===== src/rtl/regfile_pkg.sv =====
// Shared defaults and index typing for the scoreboarded register file.
package regfile_pkg;

    localparam int XLEN_DEF  = 64;
    localparam int NREGS_DEF = 32;
    localparam int AW_DEF    = $clog2(NREGS_DEF);

    typedef logic [AW_DEF-1:0] reg_idx_t;

    function automatic int aw_of(input int nregs);
        return $clog2(nregs);
    endfunction

endpackage


===== src/rtl/regfile_scoreboard.sv =====
// Busy-bit scoreboard: one bit per register, set on issue, cleared on writeback.
// Latency: busy updates on the rising edge; async reset clears it at once.
// Backpressure: none, set and clear are accepted every cycle.
module regfile_scoreboard
    import regfile_pkg::*;
#(
    parameter int NREGS = NREGS_DEF,
    parameter int AW    = aw_of(NREGS)
) (
    input  logic             clk,
    input  logic             rst,
    input  logic             set,
    input  logic [AW-1:0]    set_idx,
    input  logic             clr,
    input  logic [AW-1:0]    clr_idx,
    output logic [NREGS-1:0] busy
);

    logic [NREGS-1:0] busy_nxt;

    // Set is applied after clear so a newer producer keeps the register busy.
    always_comb begin
        busy_nxt = busy;
        if (clr && (clr_idx != '0))
            busy_nxt[clr_idx] = 1'b0;
        if (set && (set_idx != '0))
            busy_nxt[set_idx] = 1'b1;
        busy_nxt[0] = 1'b0;
    end

    always_ff @(posedge clk or posedge rst) begin
        if (rst)
            busy <= '0;
        else
            busy <= busy_nxt;
    end

endmodule


===== src/rtl/regfile_sb.sv =====
// Multi-read register file with busy scoreboard; r0 hardwired to zero.
// Latency: reads combinational, writes on the edge; REGFILE_SB_BYPASS_EN forwards wd to matching reads.
// Backpressure: none, writeback and issue are accepted every cycle.
module regfile_sb
    import regfile_pkg::*;
#(
    parameter int XLEN  = XLEN_DEF,
    parameter int NREGS = NREGS_DEF,
    parameter int NRD   = 2,
    parameter int AW    = aw_of(NREGS)
) (
    input  logic                clk,
    input  logic                rst,
    input  logic                we,
    input  logic [AW-1:0]       wa,
    input  logic [XLEN-1:0]     wd,
    input  logic                iss_valid,
    input  logic [AW-1:0]       iss_rd,
    input  logic [NRD*AW-1:0]   ra,
    output logic [NRD*XLEN-1:0] rd,
    output logic [NRD-1:0]      rd_rdy,
    output logic [NREGS-1:0]    busy
);

    logic [XLEN-1:0] mem [NREGS];
    logic            wr_hit;

    assign wr_hit = we && (wa != '0);

    always_ff @(posedge clk or posedge rst) begin
        if (rst) begin
            for (int i = 0; i < NREGS; i++)
                mem[i] <= '0;
        end else if (wr_hit) begin
            mem[wa] <= wd;
        end
    end

    regfile_scoreboard #(
        .NREGS (NREGS),
        .AW    (AW)
    ) u_sb (
        .clk     (clk),
        .rst     (rst),
        .set     (iss_valid),
        .set_idx (iss_rd),
        .clr     (we),
        .clr_idx (wa),
        .busy    (busy)
    );

    for (genvar i = 0; i < NRD; i++) begin : g_rd
        logic [AW-1:0] idx;
        logic          byp;
        assign idx = ra[i*AW +: AW];
`ifdef REGFILE_SB_BYPASS_EN
        // Reset suppresses forwarding so reads stay zero while rst is held.
        assign byp = wr_hit && (idx == wa) && !rst;
`else
        assign byp = 1'b0;
`endif
        assign rd[i*XLEN +: XLEN] = byp ? wd : ((idx == '0) ? '0 : mem[idx]);
        assign rd_rdy[i]          = byp | ~busy[idx];
    end

endmodule


===== config.mk =====
export PLATFORM = sky130hd
export DESIGN_NAME = regfile_sb
export DESIGN_NICKNAME = d
export VERILOG_FILES = /design/src/rtl/regfile_pkg.sv /design/src/rtl/regfile_scoreboard.sv /design/src/rtl/regfile_sb.sv
export SDC_FILE = /design/constraint.sdc
export NUM_CORES = 2
export LEC_CHECK = 0
export CORE_AREA = 2 2 498 500
export CTS_CLUSTER_DIAMETER = 30
export CTS_CLUSTER_SIZE = 25
export DETAILED_ROUTE_END_ITERATION = 8
export DIE_AREA = 0 0 500 502
export GPL_TIMING_DRIVEN = 0
export PLACE_DENSITY = 0.62
export SLEW_MARGIN = 20
export SYNTH_ARGS = -nofsm -noshare
export SYNTH_HDL_FRONTEND = slang
export SYNTH_SLANG_ARGS = --single-unit
export TNS_END_PERCENT = 10

===== constraint.sdc =====
create_clock -name clk -period 109.7 [get_ports clk]
set_clock_uncertainty 0.1 [all_clocks]
set_input_delay 27.425 -clock clk [delete_from_list [all_inputs] [get_ports clk]]
set_output_delay 27.425 -clock clk [all_outputs]
set_load 0.1 [all_outputs]

# After elaboration in Yosys (flattened, before gate mapping)
# Cells that the tools add are included.
[totals]
regBits = 2079
inputBits = 88
output_inout_bits = 162
[classes]
order_cmp = 10
n_mux = 21
n_bitwise = 8
n_reduce_logical = 9
[op_table]
columns = ["op", "n"]
rows = [
  ["bitwise mux 2048 bit", 1],
  ["binary-select mux 64 bit (select 5 bit)", 2],
  ["2-to-1 mux 64 bit", 7],
  ["demux 64 bit (select 5 bit)", 1],
  ["2-to-1 mux 32 bit", 2],
  ["AND 32 bit", 1],
  ["NOT 32 bit", 1],
  ["OR 32 bit", 1],
  ["< comparator 5 x 6 -> 1 bit, second input constant", 4],
  [">= comparator 6 bit, second input constant", 3],
  ["NOT 5 -> 6 bit", 3],
  ["binary-select mux 1 bit (select 5 bit)", 2],
  ["demux 1 bit (select 5 bit)", 2],
  [">= comparator 5 x 1 -> 1 bit, second input constant", 2],
  ["zero test 5 bit", 2],
  ["nonzero test 5 bit", 2],
  ["< comparator 6 x 1 -> 1 bit, second input constant", 1],
  ["logical AND 1 bit", 5],
  ["2-to-1 mux 1 bit", 4],
  ["NOT 1 bit", 2],
]

# Longest topological paths before layout
[logic_depth]
depth_word = 9
mapped_depth = 10
ltp_nobuf = 4

# Hierarchy
# From an unflattened synthesis, not the netlist that was laid out.
[hier_totals]
hier_cells = 6869
area_unflattened_um2 = 110161.9
[by_module_without_submodules]
columns = ["module", "instances", "cells_per_inst", "area_each_um2", "seq_area_each_um2"]
rows = [
  ["regfile_sb", 1, 6747, 108871.9, 51249.2],
  ["regfile_scoreboard", 1, 122, 1290.0, 775.7],
]

# Worst setup path after synthesis
# No wires, ideal clock.
[synth_path]
kind = "input port to output port"
start = "input ra[1]"
end = "output rd[28]"
arrival_ns = 33.204
setup_slack_ns = 48.971
cell_stages = 7
path_buffers = 4
path_cell_list = "buf_2 > buf_2 > buf_2 > buf_2 > and2_1 > a211oi_1 > a2111oi_0"
[synth_between]
elab_chain_len = 5
[synth_lines]
columns = ["element", "line_no", "source"]
rows = [
  ["start: declaration", "regfile_sb.sv:19", "input logic [NRD*AW-1:0] ra,"],
  ["NOT 5 -> 6 bit (implied by the code)", "regfile_sb.sv:62", "assign rd[i*XLEN +: XLEN] = byp ? wd : ((idx == '0) ? '0 : mem[idx]);"],
  ["binary-select mux 64 bit (select 5 bit)", "regfile_sb.sv:62", ""],
  ["2-to-1 mux 64 bit (implied by the code) (2 in series)", "regfile_sb.sv:62", ""],
  ["2-to-1 mux 64 bit (*)", "regfile_sb.sv:62", ""],
  ["end: declaration", "regfile_sb.sv:20", "output logic [NRD*XLEN-1:0] rd,"],
]
# Every way passes the cells marked *; elsewhere a longest branch is shown, timed or not. The select of a mux whose other input is x is not followed.

# Worst setup path after layout
[layout_path]
start = "input ra[6]"
end = "output rd[84]"
# The elaborated chain is that of the path after synthesis.

==> metrics <==
status=completed; Post-CTS Repair Setup Buffers=0; reg2reg path depth=1; PD cells=between 20 and 25 nW/µm²; number of setup violations in the final report=0; drc violations=0; Clk network pwr share=49.0%; relative slew slack=around 8.7%; sequential element share of the synthesized area=around 47%; Final Non-Filler Cells=11,600; TNS Setup=0 ns; post-detailed-routing wire length=570 mm; maximum capacitance violations=0; type of the most critical hold path=register to register; PostCTS Resize Cnt=0; instance count along the most critical hold path=1; layout overhead on the synthesized area=25.4%; kind of end point of the critical path=output pin; RePlAce Congestion=a little over 1; wire length of the first global-routing pass=746 mm; flop and latch count out of synthesis=between 2,000 and 2,500; site row count=182; total power=3.31 mW; transition time of the tightest slew-check pin=around 1.4 ns; Tmin final=between 60 and 70 ns; Adder-Cell Fraction of Synth Area=0%; buffer type at the clock tree root=clkbuf_16; WP data required=a little over 80 ns; CTS tree=yes; initial core utilization=about 45%; antenna violations before repair=88; initial DRC count=13,200; synthesized netlist net count=approximately 7,100; latest clock arrival within the worst-skew pair=approximately 0.99 ns; switching power total=0.968 mW; die height=between 500 and 600 µm; sequential share of power=roughly 31%; Total Die Area=251,000 µm²; vias in the first global route=a little over 80,000; unrepaired setup endpoints after global routing=false; Via-to-Cell Ratio=~7.4; Post-Place Cells=~11,000; number of enable-type register cells in the synthesized netlist=0; number of search-and-repair iterations in the first detailed-routing pass=8; WL per Instance=49.2 µm; post-synthesis average cell area=approximately 16 µm²; main combinational cell family by area after synthesis=multiplexers; kind of critical path=primary input to output pin; Horiz. Die Dim=about 500 µm; leakage component of the power=around 60 nW; arrival time at the worst endpoint=33.96 ns; share of power burned in combinational logic=roughly 20%; fin area=138,000 µm²; synthesized cell area=roughly 110,000 µm²; number of distinct library cells after synthesis=57; # H-tree levels=6; Ys Warns=0; clock tree buffer depth=4; critical-path maximum fanout=10; Overall Global Routing Usage=45.0%; number of buffers added by the clock tree synthesis step=roughly 530; main flop type after synthesis=dfrtp_1; category of the worst setup path launch point=primary input; area inside the core boundary=between 200,000 and 250,000 µm²; clock-pin slew reported for the worst setup and hold paths after clock tree synthesis=around 0.04 ns; Clock Sinks=between 2,000 and 2,500; HPWL after detailed placement=approximately 380 mm; highest clock rate=16.3 MHz; instance area after placement=between 100,000 and 150,000 µm²; Final #Nets=7,950; XOR/XNOR Fraction of Synth Area=0%; post-synthesis compound-gate area fraction=under 10%; proportion of synthesized flip-flops having asynchronous set or reset=between 90% and 100%; post-synthesis cell count=between 6,000 and 7,000; maximum VDD drop=20.3 µV; maximum number of pins on one net before global-route repair=105; proportion of layout cells with a drive suffix above 1=56.4%; synthesized-area fraction occupied by and/or/nand/nor cells=around 1.2%; I/O Pins=between 200 and 300; total of hold buffers inserted after clock tree synthesis=0; Antenna Nets Post-Route=0; Internal Dissipation=~2.3 mW; final global-route overflow total=0; Sw Ratio=a little under 30%; total of buffers placed on input and output ports=240; proportion of synthesized area in mux cells=between 40 and 50%; final-report max-slew violation count=0; post-layout util=between 50% and 60%; final count of hold timing violations=0; period utilisation layout=56.0%; routed vias=roughly 86,000
-- area by class of cell --
| type | instances | area, µm² |
|---|---|---|
| fillers | 19200 | 107000 |
| multi-input cells | 4073 | 54300 |
| flip-flops and latches | 2079 | 52000 |
| clock buffers | 717 | 15300 |
| repair buffers | 349 | 4880 |
| plain buffers | 820 | 4140 |
| well taps | 3220 | 4030 |
| clock inverters | 223 | 3050 |
| diodes | 106 | 265 |
| inverters | 7 | 33.8 |
-- path summary, 6_finish.rpt --
check / startpoint / end / slack (ns)
max: ra[6] / rd[84] / 48.22
min: mem[1988] / mem[1988] / 0.36
max reg2reg: u_sb.busy[2] / u_sb.busy[2] / 108.61
min reg2reg: mem[1988] / mem[1988] / 0.36
max in group asynchronous: rst / mem[1942] / 79.47
min in group asynchronous: rst / mem[1532] / 26.78
-- worst max-delay path, stage by stage --
cell             delay [ns]
buf_2                  0.37
buf_6                  0.35
buf_2                  0.65
buf_4                  0.49
buf_2                  0.85
nand2_1                0.79
o21ai_0                0.39
o31ai_1                0.15
a211oi_1               1.05
clkdlybuf4s50_1        1.32
-- state kept, by name (all words and copies together), names as in the netlist --
register	flops
mem	2048
u_sb.busy	31
-- Yosys cell counts (all sizes together) (3+ instances only) --
| master | n | area, µm² |
|---|---|---|
| and3b | 3 | 26.3 |
| dfrtp | 2079 | 52000 |
| nand3b | 6 | 45.0 |
| a2bb2oi | 47 | 412 |
| buf | 403 | 2350 |
| a221o | 7 | 70.1 |
| nor3 | 11 | 55.1 |
| o22a | 6 | 52.6 |
| clkbuf | 417 | 1570 |
| nor3b | 8 | 60.1 |
| nand2 | 55 | 206 |
| mux2i | 303 | 3030 |
| nor2 | 43 | 181 |
| or3 | 4 | 25.0 |
| a22o | 17 | 149 |
| nand3 | 6 | 30.0 |
| a2111oi | 4 | 35.0 |
| o21ai | 83 | 419 |
| and2 | 4 | 25.0 |
| mux4 | 1054 | 23700 |
| a211oi | 46 | 345 |
| o31ai | 7 | 52.6 |
| a21oi | 17 | 85.1 |
| mux2 | 2042 | 23000 |
| a22oi | 17 | 128 |
| or2 | 17 | 106 |
| nand4b | 6 | 52.6 |
| o211ai | 4 | 30.0 |
| o2bb2ai | 4 | 35.0 |
| nor4 | 12 | 75.1 |
| a32o | 7 | 70.1 |
| nor2b | 33 | 206 |
| a21o | 30 | 225 |
| or4 | 3 | 22.5 |
| inv | 7 | 26.3 |
| a31oi | 7 | 43.8 |
| nand2b | 19 | 119 |
| and3 | 11 | 68.8 |
| o22ai | 77 | 482 |
| a221oi | 18 | 158 |
| o221ai | 25 | 219 |
-- power by group through the flow --
stage                     clock, mW  sequential (mW)  combinational (mW)
after floorplan                   0             1.02               0.441
after global placement            0             1.03               0.619
after detailed placement          0             1.03               0.638
after CTS                      1.62             1.02               0.641
after global routing           1.66             1.04               0.670
final                          1.62             1.03               0.659
-- cell families after synthesis --
group,count (synthesis)
flip-flops,2079
AND/OR/NAND/NOR,247
other,1
multiplexers,3399
AO/OA/AOI/OAI,426
buffers and inverters,827
-- cells in the final DEF (no fill, tap or decap), types with 17 or more instances in the layout --
| cell type | count |
|---|---|
| o21ai_1 | 46 |
| nand2_1 | 50 |
| buf_4 | 67 |
| clkbuf_16 | 547 |
| a211oi_1 | 41 |
| diode_2 | 106 |
| nand2b_1 | 19 |
| a21oi_1 | 17 |
| a21o_1 | 30 |
| clkinvlp_4 | 40 |
| buf_12 | 35 |
| o22ai_1 | 77 |
| dfrtp_1 | 2079 |
| o221ai_1 | 25 |
| nor2_1 | 27 |
| mux2i_1 | 303 |
| a221oi_1 | 18 |
| clkdlybuf4s50_1 | 240 |
| buf_16 | 59 |
| a2bb2oi_1 | 47 |
| nor2b_1 | 31 |
| buf_2 | 303 |
| mux4_2 | 1054 |
| clkinv_2 | 80 |
| a22oi_1 | 17 |
| bufinv_16 | 65 |
| inv_6 | 21 |
| clkbuf_8 | 100 |
| buf_6 | 38 |
| o21ai_0 | 36 |
| clkbuf_1 | 356 |
| a22o_1 | 17 |
| clkbuf_2 | 126 |
| mux2_2 | 2042 |
-- per-stage QoR --
step | hold slack, ns | worst slack [ns]
finish | 0.356 | 48.22
global route | 0.371 | 48.88
CTS | 0.356 | 48.89
detailed placement | 0.343 | 48.88
global placement | 0.346 | -0.336
floorplan | 0.325 | 23.45
-- per-layer routing --
| layer | share of wire, % | wire [µm] | track usage, % | vias up |
|---|---|---|---|---|
| met1 | 34 | 193000 | 52.5 | 45500 |
| met5 | 0.077 | 441 | 1.68 | - |
| met4 | 10 | 58900 | 39.2 | 40 |
| met2 | 40 | 229000 | 59.2 | 8666 |
| met3 | 16 | 89100 | 24.6 | 2737 |
| li1 | - | - | - | 29400 |
No activity file was read; power rests on OpenSTA's default activity.
